[src/rtl/spike_detector.sv]
// Magnitude spike detector for the filtered sample stream: high threshold with a
// minimum-run qualifier, hysteresis end condition, refractory hold-off and peak capture.
module spike_detector #(
    parameter int W       = 11,
    parameter int MIN_LEN = 3,
    parameter int HYST    = 16,
    parameter int HOLDOFF = 8,
    parameter int SETTLE  = 4,
    parameter int CNT_W   = 16
) (
    input  logic             clk,
    input  logic             rst,
    input  logic             in_valid,
    input  logic [W-1:0]     z,
    input  logic [W-1:0]     thresh,
    output logic             spike_start,
    output logic             spike_end,
    output logic             spike_active,
    output logic [W-1:0]     peak,
    output logic [CNT_W-1:0] spike_count
);

    typedef enum logic [2:0] {
        ST_SETTLE = 3'd0,
        ST_IDLE   = 3'd1,
        ST_QUAL   = 3'd2,
        ST_SPIKE  = 3'd3,
        ST_HOLD   = 3'd4
    } state_t;

    localparam int MAX_A = (SETTLE > MIN_LEN) ? SETTLE : MIN_LEN;
    localparam int MAX_B = (MAX_A > HOLDOFF) ? MAX_A : HOLDOFF;
    localparam int MAX_C = (MAX_B > 1) ? MAX_B : 1;
    localparam int CW    = $clog2(MAX_C + 1);

    localparam logic [CW-1:0] SETTLE_C  = CW'(SETTLE);
    localparam logic [CW-1:0] MIN_C     = CW'(MIN_LEN);
    localparam logic [CW-1:0] HOLDOFF_C = CW'(HOLDOFF);
    localparam logic [CW-1:0] CNT_ONE   = CW'(1'b1);
    localparam state_t        RST_STATE = (SETTLE > 0) ? ST_SETTLE : ST_IDLE;

    // Two's-complement magnitude; the most negative sample maps to 2^(W-1), which still fits unsigned.
    function automatic logic [W-1:0] abs_mag(input logic [W-1:0] v);
        return v[W-1] ? (~v + W'(1'b1)) : v;
    endfunction

    state_t           state_q, state_d;
    logic [CW-1:0]    cnt_q, cnt_d;
    logic [W-1:0]     peak_q, peak_d;
    logic [CNT_W-1:0] count_q, count_d;
    logic             start_q, start_d;
    logic             end_q, end_d;
    logic             active_q;

    logic [W-1:0]     mag_s;
    logic [W-1:0]     thr_lo_s;
    logic [W-1:0]     peak_max_s;
    logic [CW-1:0]    cnt_inc_s;
    logic [CNT_W-1:0] count_inc_s;
    logic             above_s;
    logic             below_s;

    // Sample classification against the live thresholds.
    always_comb begin
        mag_s       = abs_mag(z);
        thr_lo_s    = (int'(thresh) > HYST) ? W'(int'(thresh) - HYST) : '0;
        above_s     = (mag_s > thresh);
        below_s     = (mag_s < thr_lo_s);
        peak_max_s  = (mag_s > peak_q) ? mag_s : peak_q;
        cnt_inc_s   = cnt_q + CNT_ONE;
        count_inc_s = (&count_q) ? count_q : (count_q + CNT_W'(1'b1));
    end

    // Next-state and registered-output decode; nothing moves without a valid sample.
    always_comb begin
        state_d = state_q;
        cnt_d   = cnt_q;
        peak_d  = peak_q;
        count_d = count_q;
        start_d = 1'b0;
        end_d   = 1'b0;
        if (in_valid) begin
            case (state_q)
                ST_SETTLE: begin
                    if (cnt_inc_s >= SETTLE_C) begin
                        state_d = ST_IDLE;
                        cnt_d   = '0;
                    end else begin
                        cnt_d = cnt_inc_s;
                    end
                end
                ST_IDLE: begin
                    if (above_s) begin
                        peak_d = mag_s;
                        if (MIN_LEN <= 1) begin
                            state_d = ST_SPIKE;
                            start_d = 1'b1;
                            count_d = count_inc_s;
                            cnt_d   = '0;
                        end else begin
                            state_d = ST_QUAL;
                            cnt_d   = CNT_ONE;
                        end
                    end else begin
                        cnt_d = '0;
                    end
                end
                ST_QUAL: begin
                    if (above_s) begin
                        peak_d = peak_max_s;
                        if (cnt_inc_s >= MIN_C) begin
                            state_d = ST_SPIKE;
                            start_d = 1'b1;
                            count_d = count_inc_s;
                            cnt_d   = '0;
                        end else begin
                            cnt_d = cnt_inc_s;
                        end
                    end else begin
                        // A broken run abandons qualification but keeps the captured peak.
                        state_d = ST_IDLE;
                        cnt_d   = '0;
                    end
                end
                ST_SPIKE: begin
                    peak_d = peak_max_s;
                    if (below_s) begin
                        end_d   = 1'b1;
                        cnt_d   = '0;
                        state_d = (HOLDOFF > 0) ? ST_HOLD : ST_IDLE;
                    end else begin
                        state_d = ST_SPIKE;
                    end
                end
                ST_HOLD: begin
                    if (cnt_inc_s >= HOLDOFF_C) begin
                        state_d = ST_IDLE;
                        cnt_d   = '0;
                    end else begin
                        cnt_d = cnt_inc_s;
                    end
                end
                default: begin
                    state_d = ST_IDLE;
                    cnt_d   = '0;
                end
            endcase
        end else begin
            state_d = state_q;
        end
    end

    // State, counters and output registers.
    always_ff @(posedge clk or posedge rst) begin
        if (rst) begin
            state_q  <= RST_STATE;
            cnt_q    <= '0;
            peak_q   <= '0;
            count_q  <= '0;
            start_q  <= 1'b0;
            end_q    <= 1'b0;
            active_q <= 1'b0;
        end else begin
            state_q  <= state_d;
            cnt_q    <= cnt_d;
            peak_q   <= peak_d;
            count_q  <= count_d;
            start_q  <= start_d;
            end_q    <= end_d;
            active_q <= (state_d == ST_SPIKE);
        end
    end

    assign spike_start  = start_q;
    assign spike_end    = end_q;
    assign spike_active = active_q;
    assign peak         = peak_q;
    assign spike_count  = count_q;

endmodule

[config.mk]
export PLATFORM = sky130hd
export DESIGN_NAME = spike_detector
export DESIGN_NICKNAME = d
export VERILOG_FILES = /design/src/rtl/spike_detector.sv
export SDC_FILE = /design/constraint.sdc
export NUM_CORES = 1
export LEC_CHECK = 0
export BUFFER_PORTS_ARGS = -buffer_cell sky130_fd_sc_hd__buf_2
export CELL_PAD_IN_SITES_DETAIL_PLACEMENT = 0
export CELL_PAD_IN_SITES_GLOBAL_PLACEMENT = 1
export CORE_MARGIN = 2
export CORE_UTILIZATION = 40
export DETAILED_ROUTE_END_ITERATION = 10
export HOLD_SLACK_MARGIN = 0.06
export PLACE_DENSITY = 0.78
export SLEW_MARGIN = 0
export SYNTH_ARGS = -nofsm -noshare
export SYNTH_HDL_FRONTEND = slang
export SYNTH_SLANG_ARGS = --single-unit
export TNS_END_PERCENT = 100
[constraint.sdc]
create_clock -name clk -period 6.9 [get_ports clk]
set_clock_uncertainty 0.05 [all_clocks]
set_input_delay 1.035 -clock clk [delete_from_list [all_inputs] [get_ports clk]]
set_output_delay 1.035 -clock clk [all_outputs]
set_load 0.02 [all_outputs]
* Word-level counts from Yosys, hierarchy flattened *
Cells that the tools add are included.

word-level totals
  bits in registers = 37
  input port bits = 25
  output and inout bits = 30
  logic and storage cells = 62

operators by class
  add/subtract/negate cells = 4
  order comparisons = 7
  equal/unequal tests = 8
  multiplexer cells = 28
  bitwise gates (word level) = 2
  reductions and logical operators = 6

operators by type and width
  cell                     count
  $mux W11                 5
  $pmux W11 S3             1
  $gt A11 B11 Y1           2
  $mux W3                  7
  $mux W4                  5
  $pmux W4 S5              1
  $add A16 B1 Y16 const B  1
  $reduce_and A16 Y1       1
  $pmux W3 S5              1
  $add A11 B1 Y11 const B  1
  $gt A11 B5 Y1 const B    1
  $lt A11 B11 Y1           1
  $not A11 Y11             1
  $sub A11 B5 Y11 const B  1
  $eq A3 B2 Y1 const B     3
  $mux W1                  8
  $ne A2 B2 Y1 const B     3
  $reduce_and A5 Y1        1
  $add A4 B1 Y4 const B    1
  $ge A4 B2 Y1 const B     1
  $ge A4 B3 Y1 const B     1
  $ge A4 B4 Y1 const B     1
  $reduce_and A4 Y1        1
  $eq A3 B1 Y1 const B     1
  5 further kinds          5

* Logic depth before layout (Yosys ltp) *
Gate-level depths: netlist of run 1.

  word-level depth = 8
  depth in mapped cells = 15
  depth with buffers taken out = 14

* Worst setup path before layout of run 1 *
Ideal clock, no wire load.

  path kind = input to register
  start = input port z[0]
  end = register peak_q[0], in the netlist peak[0]
  setup time = 0.125 ns
  arrival time = 4.001 ns
  data required time = 6.725 ns
  setup slack = 2.724 ns
  cell stages on the path = 15
  path buffers = 1
  cells stage by stage = inv_1 ha_1 nand2_1 or2_2 o41ai_1 xnor2_1 ha_1 a21oi_1 o21a_1 a21o_1 a21o_4 a2111oi_0 o21bai_1 buf_6 mux2_4

on the way
  longest elaborated chain between the ends = 7
  elaborated cells on any way between the ends = 12
  those cells by class = add/sub (1); order compare (2); eq/ne (2); mux (5); bitwise (1); reduce/logical (1)

ends and longest elaborated chain
  what                  RTL line  text
  start, declared       14        input logic [W-1:0] z,
  $not A11 Y11 (*)      44        return v[W-1] ? (~v + W'(1'b1)) : v;
  $add A11 B1 Y11 (*)   44
  $mux W11 (*)          44
  via mag_s[8]          55        logic [W-1:0] mag_s;
  $gt A11 B11 Y1        69        peak_max_s = (mag_s > peak_q) ? mag_s : peak_q;
  $mux W11              69
  $mux W11              109       if (above_s) begin
  $pmux W11 S3          83        case (state_q)
  end signal, assigned  166       peak_q <= peak_d;
  end, declared         49        logic [W-1:0] peak_q, peak_d;

The timed path passes the listed nets; every way through them passes the cells marked *. The select of a mux whose other input is x is not followed.
A chain may end at the register's enable or synchronous reset.

* Worst setup path after layout of run 1 *
  start = input port z[0]
  end = register count_q[1], in the netlist spike_count[1]

on the way
  longest elaborated chain between the ends = 5

ends and longest elaborated chain
  what                                RTL line  text
  $not A11 Y11                        44
  $add A11 B1 Y11                     44
  $mux W11                            44
  via mag_s[10]                       55
  $gt A11 B11 Y1                      67        above_s = (mag_s > thresh);
  $reduce_and A5 Y1 (no source line)  n/a
  end signal, assigned                167       count_q <= count_d;
  end, declared                       50        logic [CNT_W-1:0] count_q, count_d;

The timed path passes the listed nets, and every way through them passes these cells.

==> impl_metrics.json, run 1 <==
{
  "status": "finished, final reports clean",
  "rows": 31,
  "finalCritPeriodShare_pct": 65.85,
  "crit_type": "in2reg",
  "dieArea_um2": 8160,
  "diodes": 0,
  "cp_num_buf_inv": 2,
  "cp.required_ns": 7.01,
  "report.final.slew_viol_count": 0,
  "syn-num-nets": 381,
  "path_clk_slew_ns": 0.08,
  "grt_max_degree": 38,
  "cts_root_buffer": "clkbuf_8",
  "post_synth.cell_area_avg_um2": 9.347,
  "layout.nets": 434,
  "yosysTopAreaCell": "dfrtp_1",
  "max_freq_mhz": 220.1,
  "yosysWarnings": 0,
  "rr_worst_depth": 7,
  "endpoint_kind": "flop",
  "hold_path_class": "reg2reg",
  "ios": 55,
  "grt_most_used_layer": "met2",
  "worstPathCellList": "buf_2, inv_1, ha_1, nand2_1, or2_2, nor4b_1, ha_1, nand4_1, nor3_1, a21o_1, a21o_4, nor4_4, mux2_2",
  "slowest_delay_ns": 0.74,
  "grt_pass1_vias": 2415,
  "final_common_cell": "buf_2",
  "dpl.hpwl_um": 5177,
  "clock_latency_ns": 0.29,
  "vias": 2449,
  "post_cts_resize_count": 0,
  "areaGrowthSynthToFinish_pct": 15.32,
  "final_cell_mix": "54 x buf_2, 37 x ha_1, 37 x dfrtp_1, 30 x inv_1, 24 x xnor2_1",
  "htreeDepth": 2,
  "vias_per_cell": 5.189,
  "setup_viol": 0,
  "start_util_pct": 41.11,
  "die_h_um": 90.34,
  "die_width_um": 90.34,
  "drtIter0Drc": 80,
  "num-fill-cells": 709,
  "ys.flop_type": "dfrtp_1",
  "async_reset_ff_share_pct": 100.0,
  "hold_buffers": 0,
  "crit_family": "simple AND/OR/NAND/NOR gates",
  "synth_cell_type_count": 58,
  "tightest_slew_ns": 0.8380,
  "cts_setup_buffers": 0,
  "cts_buffer_depth": 2,
  "synthCells": 319,
  "cts_buffers": 5,
  "portBuffers": 54,
  "hold_viol": 0,
  "yosys-top-cells-area": "dfrtp_1 31%, ha_1 16%, xnor2_1 7.0%",
  "min_period_ns": 4.544,
  "critPathMostFrequentCell": "ha_1",
  "place.gp.congestion": 0.8693,
  "synth_top_cell_area_share_pct": 31.05,
  "p_leak_uw": 0.001753,
  "layout-drive-gt1-share_pct": 23.06,
  "worst-path-stages": 13,
  "finalSetupTns_ns": 0,
  "grt_setup_unrepaired": "false",
  "grt_usage_pct": 16.91,
  "synth_edf_count": 0,
  "max_slew_margin_pct": 43.35,
  "cp.arrival_ns": 4.66,
  "slowest_stage": "nor4b_1",
  "wl_per_cell_um": 13.72,
  "antenna_found_initial": 0,
  "grt_pass1_wl_um": 11360,
  "wl_um": 6478,
  "grtUsageMet2_pct": 27.69,
  "synthesis.area_um2": 2982,
  "overflow": 0,
  "whs_path_depth": 1,
  "first_pass_iters": 4,
  "drv_cap": 0,
  "clock-sinks": 37,
  "ant_nets": 0,
  "use_met1_pct": 23.07,
  "irDropWorstVdd_v": 0.00009855,
  "cts_tree": "done",
  "cp-start-kind": "input port",
  "power.total_uw": 856.1,
  "ys_ff_latch": 37,
  "cp_max_fo": 16,
  "drc_errors": 0,
  "ys_seq_area_share_pct": 31.05,
  "coreArea_um2": 7253,
  "grtUsageMet3_pct": 2.671,
  "p_per_area_nw_per_um2": 249.0
}
power breakdown:
group / internal [uW] / switching, uW / leakage (uW)
sequential: 260 / 48.1 / 0.000492
clock: 81.0 / 80.9 / 0.0000512
combinational: 176 / 210 / 0.00121
total: 517 / 339 / 0.00175
cells in the mapped netlist, types with 3 or more instances:
cell type,instances
a21oi_1,17
mux2_4,10
o21a_1,3
a211oi_1,6
and3_1,5
clkbuf_1,7
dfrtp_1,37
nand3_1,10
and2_1,4
nor2_1,16
nor4_1,3
a21o_1,5
nand2_1,23
o21ai_0,7
nand2b_1,3
xnor2_1,24
xor2_1,5
inv_1,30
o21bai_1,4
nor3_1,6
ha_1,37
nand4_1,14
flip-flops by register name, indices dropped and copies added (netlist names):
| signal | flops |
|---|---|
| cnt_q | 4 |
| peak | 11 |
| spike_active | 1 |
| spike_count | 16 |
| spike_end | 1 |
| spike_start | 1 |
| state_q | 3 |
through the flow:
step	hold slack, ns	utilization, %	setup slack (ns)	cells	instance area [um^2]
2_1_floorplan	0.4716	-	2.724	319	2982
3_3_place_gp	0.4271	46.08	2.122	464	3342
3_5_place_dp	0.4323	46.08	2.081	464	3342
4_1_cts	0.4433	47.40	2.360	472	3438
5_1_grt	0.4644	47.40	2.120	472	3438
6_report	0.4346	47.40	2.356	472	3438
per-layer routing:
layer  share of wire [%]  vias up
met2                  46       49
met1                  50     1138
li1                    -     1258
met5                   0        -
met3                 3.2        4
met4                 1.0        0
logic make-up (layout without fill, tap and decap cells):
logic type | count (synthesis) | in the layout | share of synthesized area, %
adders and majority gates | 37 | 37 | 15.53
muxes | 14 | 14 | 6.504
xor gates and xnor gates | 29 | 29 | 8.519
AOI/OAI and AO/OA | 63 | 63 | 14.98
and+or+nand+nor | 99 | 99 | 18.00
DFF | 37 | 37 | 31.05
buffers and inverters | 40 | 94 | 5.414
cell type report:
class | count | area (um^2) | area share, %
multi-input combinational | 242 | 1894 | 55.09
sequential | 37 | 925.9 | 26.93
timing repair buffer | 56 | 285.3 | 8.297
tap | 99 | 123.9 | 3.603
inverter | 30 | 112.6 | 3.275
clock buffer | 6 | 82.58 | 2.402
clock inverter | 2 | 13.76 | 0.4003
final timing paths:
| kind | startpoint | end | slack, ns |
|---|---|---|---|
| min in group asynchronous | rst | peak[2] | 0.79 |
| min reg2reg | spike_count[9] | spike_count[9] | 0.43 |
| max | z[0] | spike_count[1] | 2.36 |
| max reg2reg | cnt_q[0] | spike_count[1] | 4.16 |
| max in group asynchronous | rst | spike_count[0] | 5.67 |
| min | spike_count[9] | spike_count[9] | 0.43 |
Note: power is estimated with default switching activity, not from simulation.
==> run 2, diff against run 1 <==
- clock period: 6.9 -> 4.33 ns (I/O delays scaled with it)
==> run 2 against run 1 <==
  * Setup slack worse by 1.9 ns
  * Count of clock-buffer cells in the layout unchanged
  * Routed wire length grew 0.28%
  * Flip-flop and latch count unchanged
  * Die area stayed put
  * Core utilization rose by 0.53 points
  * Via count is 1.6% higher
  * Cell area increased by 1.1%
  * Power increased by 59%
  * Largest power group unchanged
  * Hold slack lost 0.0017 ns
==> impl_metrics.json, run 2 (synthesized netlist as in run 1, its figures left out) <==
{
  "status": "finished, final reports clean",
  "cts_tree": "done",
  "layout.nets": 440,
  "wl_per_cell_um": 13.62,
  "hold_path_class": "reg2reg",
  "drc_errors": 0,
  "start_util_pct": 41.11,
  "dp_slack_ns": 0.1455,
  "slowest_stage": "or4_1",
  "path_clk_slew_ns": 0.07,
  "p_per_area_nw_per_um2": 391.3,
  "rrSetupSlack_ns": 1.68,
  "finalSetupTns_ns": 0,
  "p_comb_share_pct": 45.4,
  "cp.required_ns": 4.45,
  "vias": 2487,
  "portBuffers": 54,
  "cp-start-kind": "input port",
  "post_cts_resize_count": 0,
  "grt_pass1_vias": 2387,
  "clock-sinks": 37,
  "p_clk_share_pct": 18.5,
  "dieArea_um2": 8160,
  "final_cell_mix": "54 x buf_2, 37 x ha_1, 37 x dfrtp_1, 30 x inv_1, 24 x xnor2_1",
  "hold_buffers": 0,
  "endpoint": "peak[10]",
  "layout-drive-gt1-share_pct": 24.07,
  "place_area_um2": 3387,
  "overflow": 0,
  "switching_share_pct": 39.46,
  "cts_root_buffer": "clkbuf_8",
  "worstSetupStartpoint": "z[0]",
  "max_freq_mhz": 257.6,
  "vias_per_cell": 5.214,
  "r2r-start": "peak[3]",
  "die_width_um": 90.34,
  "cts_setup_buffers": 0,
  "final_common_cell": "buf_2",
  "diodes": 0,
  "grt_setup_unrepaired": "false",
  "p_leak_uw": 0.001775,
  "grt_pass1_wl_um": 11360,
  "first_pass_iters": 4,
  "layoutNonFillerInstCount": 477,
  "place.gp.congestion": 0.8369,
  "wl_um": 6496,
  "num-fill-cells": 714,
  "endpoint_kind": "flop",
  "fin_ws_ns": 0.4477,
  "report.final.slew_viol_count": 0,
  "drtIter0Drc": 98,
  "slowest_delay_ns": 0.43,
  "cp.arrival_ns": 4.00,
  "ant_nets": 0,
  "dpl.hpwl_um": 5219,
  "numPlacedInstances": 470,
  "tightest_slew_ns": 0.7625,
  "largest_reg_flops": 16,
  "min_period_ns": 3.882,
  "intPower_uw": 823.6,
  "irDropWorstVdd_v": 0.0001267,
  "rows": 31,
  "clock_latency_ns": 0.29,
  "grt_usage_pct": 16.97,
  "worstPathCellList": "buf_2, or2_1, or4_1, o31ai_1, xnor2_1, ha_1, o21a_1, o21bai_1, a211oi_1, a2111oi_0, a2111oi_0, o21bai_1, buf_4, mux2_2",
  "reg2reg_to": "peak[10]",
  "setup_viol": 0,
  "netSwitchingPower_uw": 536.9,
  "cts_buffers": 5,
  "cp_max_fo": 11,
  "finalInstanceArea_um2": 3477,
  "power.share.sequential_pct": 36.1,
  "finalCritPeriodShare_pct": 89.66,
  "coreArea_um2": 7253,
  "drv_cap": 0,
  "htreeDepth": 2,
  "antenna_found_initial": 0,
  "ios": 55,
  "final_util_pct": 47.94,
  "areaGrowthSynthToFinish_pct": 16.62,
  "max_slew_margin_pct": 49.11,
  "rr_worst_depth": 10,
  "die_h_um": 90.34,
  "crit_type": "in2reg",
  "hold_viol": 0,
  "cts_buffer_depth": 2,
  "grt_max_degree": 21
}
## run 2: routing by layer
layer	routed length [um]	vias up	share of wire, %	GRT usage [%]
li1	-	1264	-	-
met3	221	8	3.4	2.588
met1	3275	1167	50	24.24
met5	0	-	0	0
met2	2911	48	45	26.75
met4	88	0	1.4	4.744
## run 2: final cells by class
| cell class | count | area [um^2] | share of cell area, % |
|---|---|---|---|
| Inverter | 30 | 112.6 | 3.239 |
| Multi-Input combinational cell | 242 | 1894 | 54.48 |
| Sequential cell | 37 | 925.9 | 26.63 |
| Clock inverter | 1 | 7.507 | 0.2159 |
| Timing Repair Buffer | 62 | 330.3 | 9.500 |
| Clock buffer | 6 | 82.58 | 2.375 |
| Tap cell | 99 | 123.9 | 3.562 |
## run 2: worst min-delay path by stage
stage	startpoint	endpoint	slack, ns	cells after the start
5_1_grt	spike_count[15]	spike_count[15]	0.47	1
3_3_place_gp	spike_count[11]	spike_count[11]	0.42	1
2_1_floorplan	cnt_q[3]	cnt_q[3]	0.47	1
6_report	spike_count[9]	spike_count[9]	0.43	1
3_5_place_dp	spike_count[9]	spike_count[9]	0.43	1
4_1_cts	spike_count[9]	spike_count[9]	0.44	1
## run 2: worst max-delay path: cells and delay by family
kind,cells,cell delay [ns]
multiplexers,1,0.36
XOR/XNOR,1,0.28
AO/OA/AOI/OAI,7,1.33
adder cells (fa/ha/maj),1,0.33
buffers and inverters,2,0.36
AND/OR/NAND/NOR,2,0.68
## run 2: power by group through the flow
| stage | clock network (uW) | logic [uW] | registers [uW] |
|---|---|---|---|
| after floorplan | 0 | 419 | 528 |
| after global placement | 0 | 613 | 495 |
| after detailed placement | 0 | 620 | 497 |
| after global routing | 277 | 694 | 505 |
| after CTS | 261 | 621 | 491 |
| final | 251 | 618 | 491 |
## run 2: per-stage QoR
step | hold slack, ns | total power [uW]
3_5_place_dp | 0.4279 | 1117
3_3_place_gp | 0.4213 | 1107
6_report | 0.4330 | 1361
4_1_cts | 0.4377 | 1374
5_1_grt | 0.4671 | 1475
2_1_floorplan | 0.4716 | 947.3
